File: config.mk
export PLATFORM = sky130hd
export DESIGN_NAME = serial_adder
export DESIGN_NICKNAME = d
export VERILOG_FILES = /design/src/rtl/serial_adder.sv
export SDC_FILE = /design/constraint.sdc
export NUM_CORES = 1
export LEC_CHECK = 0
export BUFFER_PORTS_ARGS = -buffer_cell sky130_fd_sc_hd__clkbuf_2
export CAP_MARGIN = 30
export CORE_MARGIN = 2
export CORE_UTILIZATION = 48
export DETAILED_ROUTE_END_ITERATION = 16
export GPL_TIMING_DRIVEN = 0
export PLACE_DENSITY = 0.67
export SYNTH_ARGS = -nofsm -noshare
export SYNTH_HDL_FRONTEND = slang
export SYNTH_SLANG_ARGS = --single-unit
File: constraint.sdc
create_clock -name clk -period 1.77 [get_ports clk]
set_clock_uncertainty 0.05 [all_clocks]
set_input_delay 0.177 -clock clk [delete_from_list [all_inputs] [get_ports clk]]
set_output_delay 0.177 -clock clk [all_outputs]
set_load 0.05 [all_outputs]
File: src/rtl/serial_adder.sv
// Bit-serial add/subtract: one full-adder slice with a carry flop, LSB first, one bit per clock.
// Results land WIDTH+1 cycles after an accepted start. start is ignored while busy, and a start during done chains directly.
module serial_adder #(
  parameter int WIDTH = 8
) (
  input  logic             clk,
  input  logic             rst_n,
  input  logic             start,
  input  logic [WIDTH-1:0] a,
  input  logic [WIDTH-1:0] b,
  input  logic             cin,
  input  logic             sub,
  output logic             busy,
  output logic             done,
  output logic [WIDTH-1:0] sum,
  output logic             cout,
  output logic             overflow
);

  localparam int CW = (WIDTH > 2) ? $clog2(WIDTH) : 1;

  typedef enum logic [1:0] {IDLE, RUN, DONE} state_t;

  state_t           state, state_nxt;
  logic [WIDTH-1:0] op_a, op_b, res;
  logic [CW-1:0]    cnt;
  logic             c;
  logic             s, c_nxt, last, accept;

  assign s     = op_a[0] ^ op_b[0] ^ c;
  assign c_nxt = (op_a[0] & op_b[0]) | (op_a[0] & c) | (op_b[0] & c);
  assign last  = (cnt == CW'(WIDTH - 1));

  always_comb begin
    state_nxt = state;
    accept    = 1'b0;
    case (state)
      IDLE: begin
        if (start) begin
          accept    = 1'b1;
          state_nxt = RUN;
        end
      end
      RUN: begin
        if (last) state_nxt = DONE;
      end
      DONE: begin
        if (start) begin
          accept    = 1'b1;
          state_nxt = RUN;
        end else begin
          state_nxt = IDLE;
        end
      end
      default: state_nxt = IDLE;
    endcase
  end

  always_ff @(posedge clk or negedge rst_n) begin
    if (!rst_n) state <= IDLE;
    else        state <= state_nxt;
  end

  always_ff @(posedge clk or negedge rst_n) begin
    if (!rst_n) begin
      op_a     <= '0;
      op_b     <= '0;
      res      <= '0;
      cnt      <= '0;
      c        <= 1'b0;
      sum      <= '0;
      cout     <= 1'b0;
      overflow <= 1'b0;
    end else if (accept) begin
      op_a <= a;
      op_b <= sub ? ~b : b;
      c    <= sub ? 1'b1 : cin;
      cnt  <= '0;
    end else if (state == RUN) begin
      op_a <= op_a >> 1;
      op_b <= op_b >> 1;
      res  <= {s, res[WIDTH-1:1]};
      c    <= c_nxt;
      cnt  <= cnt + CW'(1);
      // On the last bit, c is the carry into the MSB, so it directly yields signed overflow.
      if (last) begin
        sum      <= {s, res[WIDTH-1:1]};
        cout     <= c_nxt;
        overflow <= c ^ c_nxt;
      end
    end
  end

  assign busy = (state == RUN);
  assign done = (state == DONE);

endmodule

==> flow_metrics.tcl <==
set metrics [dict create \
    ys_ff_latch 39 \
    gr-total-overflow 0 \
    ys_seq_area_frac 0.555 \
    die_h_um 64.5 \
    start_util 0.515 \
    cts.root.buffer_cell "clkbuf_4" \
    nNetsFinal 231 \
    critPathKind "reg2reg" \
    finalCritPeriodShare 0.930 \
    syn-cell-area_um2 1760 \
    timing.final.hold_violations 0 \
    drv_slew 0 \
    cts_tree "built" \
    slew_headroom 0.808 \
    ioPinCount 33 \
    fin_crit_ns 1.65 \
    numCtsBuffers 5 \
    dr.pass1.iters 4 \
    async_flop_share 1.00 \
    max_clock_freq_ghz 0.608 \
    grt_max_degree 40 \
    syn_avg_cell_area_um2 10.6 \
    end_kind "flop" \
    leakage_nw 1.06 \
    track_usage 0.182 \
    via_count 1291 \
    yosysTopAreaCellShare 0.555 \
    dpl.hpwl_mm 2.40 \
    syn-num-nets 190 \
    min_path_type "in2reg" \
    holdWs_ns 0.0192 \
    port_buffers 31 \
    worstPathArrival_ns 1.83 \
    dieWidth_um 64.5 \
    maxCapViolCount 0 \
    final_core_util 0.607 \
    multi_input_area_um2 691 \
    grt_pass1_vias 1267 \
    areaGrowthSynthToFinish_pct 17.9 \
    synth_ff_type "dfrtp_1" \
    final.setup.worst_slack_ns 0.124 \
    cts_buffer_depth 2 \
    seq_area_um2 976 \
    syn_inst 166 \
    fp.dieArea_um2 4170 \
    row_count 21 \
    power_density_nw_per_um2 1920 \
    synthTopCellsByArea "dfrtp_1, nand2_1, mux2_4" \
    crit_fanout 10 \
    detail-route-antenna-nets 0 \
    first_iter_violations 92 \
    wire_per_inst_um 13.3 \
    rsz0062_at_grt "false" \
    clkLatencyLatePin_ns 0.34 \
    synth_area_leader_cell "dfrtp_1" \
    via_per_inst 5.10 \
    synth_edf_count 0 \
    pre_cts_slack_ns 0.139 \
    worst_pin_slew_ns 0.287 \
    antenna_found_initial 0 \
    synth.distinct_cells 26 \
    start_kind "flop" \
    antennaDiodeCount 0 \
    num-fill-cells 305 \
    place_congestion 0.770 \
    coreArea_um2 3420 \
    clkTransAtPathRegs_ns 0.11 \
    timing.setup.tns_ns 0 \
    wl_mm 3.36 \
    ir_worst_vdd_v 0.000817 \
    setup_viol 0 \
    drive_above_1_share 0.290 \
    r2r_slack_ns 0.12 \
    drc 0 \
    cp.required_ns 1.95 \
    clock_sinks 39 \
    htree_levels 2 \
    status "complete, no violations" \
    yosys_warnings 0 \
    grt_pass1_wl_mm 5.70 \
]
-- routing by layer --
metal | vias up | track usage | wire length, µm
met5 | - | 0 | 0
met4 | 0 | 0.0878 | 35
met3 | 4 | 0.0434 | 196
met2 | 36 | 0.292 | 1700
met1 | 625 | 0.234 | 1430
li1 | 626 | - | -
-- Yosys cell counts (2+ instances only) --
library cell,count
a221o_1,2
a22o_1,3
a31oi_1,12
buf_2,5
buf_6,4
dfrtp_1,39
ha_1,2
mux2_2,2
mux2_4,7
nand2_1,49
nand2b_1,2
nand3_1,2
nor2_1,15
o21ai_0,3
xnor2_1,2
xor2_1,7
-- power breakdown --
part           total [W]  switching [W]  internal, W  leakage [nW]
registers        0.00158       0.000263      0.00132         0.479
logic            0.00195        0.00118     0.000767         0.547
clock network   0.000456       0.000271     0.000184        0.0341
-- critical path, stage by stage (launching register included) --
cell	delay, ns
dfrtp_1	0.42
ha_1	0.21
ha_1	0.19
nand3b_1	0.16
buf_6	0.19
mux2_4	0.31
-- cell families after synthesis --
group	count (synthesis)	share of synthesized area
flops	39	0.555
simple gates	72	0.165
mux	9	0.0725
buf+inv	12	0.0526
fa+ha+maj	3	0.0256
compound gates	22	0.0846
xor+xnor	9	0.0448
-- cell type report --
type / instances / share of cell area
sequential: 39 / 0.470
multi-input combinational: 115 / 0.333
timing repair buffer: 34 / 0.0971
buffer: 10 / 0.0374
tap: 46 / 0.0277
clock buffer: 6 / 0.0247
inverter: 2 / 0.00724
clock inverter: 1 / 0.00241
-- stage by stage --
step	instances	power [W]	cell area, µm²
floorplan	166	0.00308	1760
global placement	243	0.00347	1970
detailed placement	243	0.00356	1970
CTS	252	0.00403	2050
global route	253	0.00429	2070
finish	253	0.00399	2070
-- registers in the layout, indices dropped and copies added, names as in the netlist --
register,flops
op_a,8
cnt,3
c,1
cout,1
op_b,8
overflow,1
sum,8
res,7
state,2
-- final timing paths --
kind,cells past startpoint,from,endpoint
setup / recovery,5,cnt[0]$_DFFE_PN0P_,sum[2]$_DFFE_PN0P_
hold / removal,3,a[0],op_a[0]$_DFFE_PN0P_
setup reg to reg,5,cnt[0]$_DFFE_PN0P_,sum[2]$_DFFE_PN0P_
hold reg to reg,2,overflow$_DFFE_PN0P_,overflow$_DFFE_PN0P_
max in group asynchronous,3,rst_n,op_a[2]$_DFFE_PN0P_
min in group asynchronous,2,rst_n,op_b[1]$_DFFE_PN0P_
-- cell usage in the layout (no fill, tap or decap), types with 2 or more instances in the layout --
master and n:
xor2_1 7, nand2_1 49, buf_6 5, nand2b_1 2, xnor2_1 2, o21ai_0 3, a221o_1 2, nor2_1 15
a22o_1 3, clkbuf_4 5, dfrtp_1 39, dlygate4sd3_1 2, a31oi_1 12, clkbuf_2 30, ha_1 2, mux2_4 7
nand3_1 2, mux2_2 2, buf_2 5
-- what timing repair did --
action                     CTS  global route
setup endpoints to repair    1             1
hold endpoints to repair    40             0
buffers inserted             0             0
resized for setup            1             2
hold buffers                 2             0
pin swaps                    0             0
Note: power is estimated with default switching activity, not from simulation.
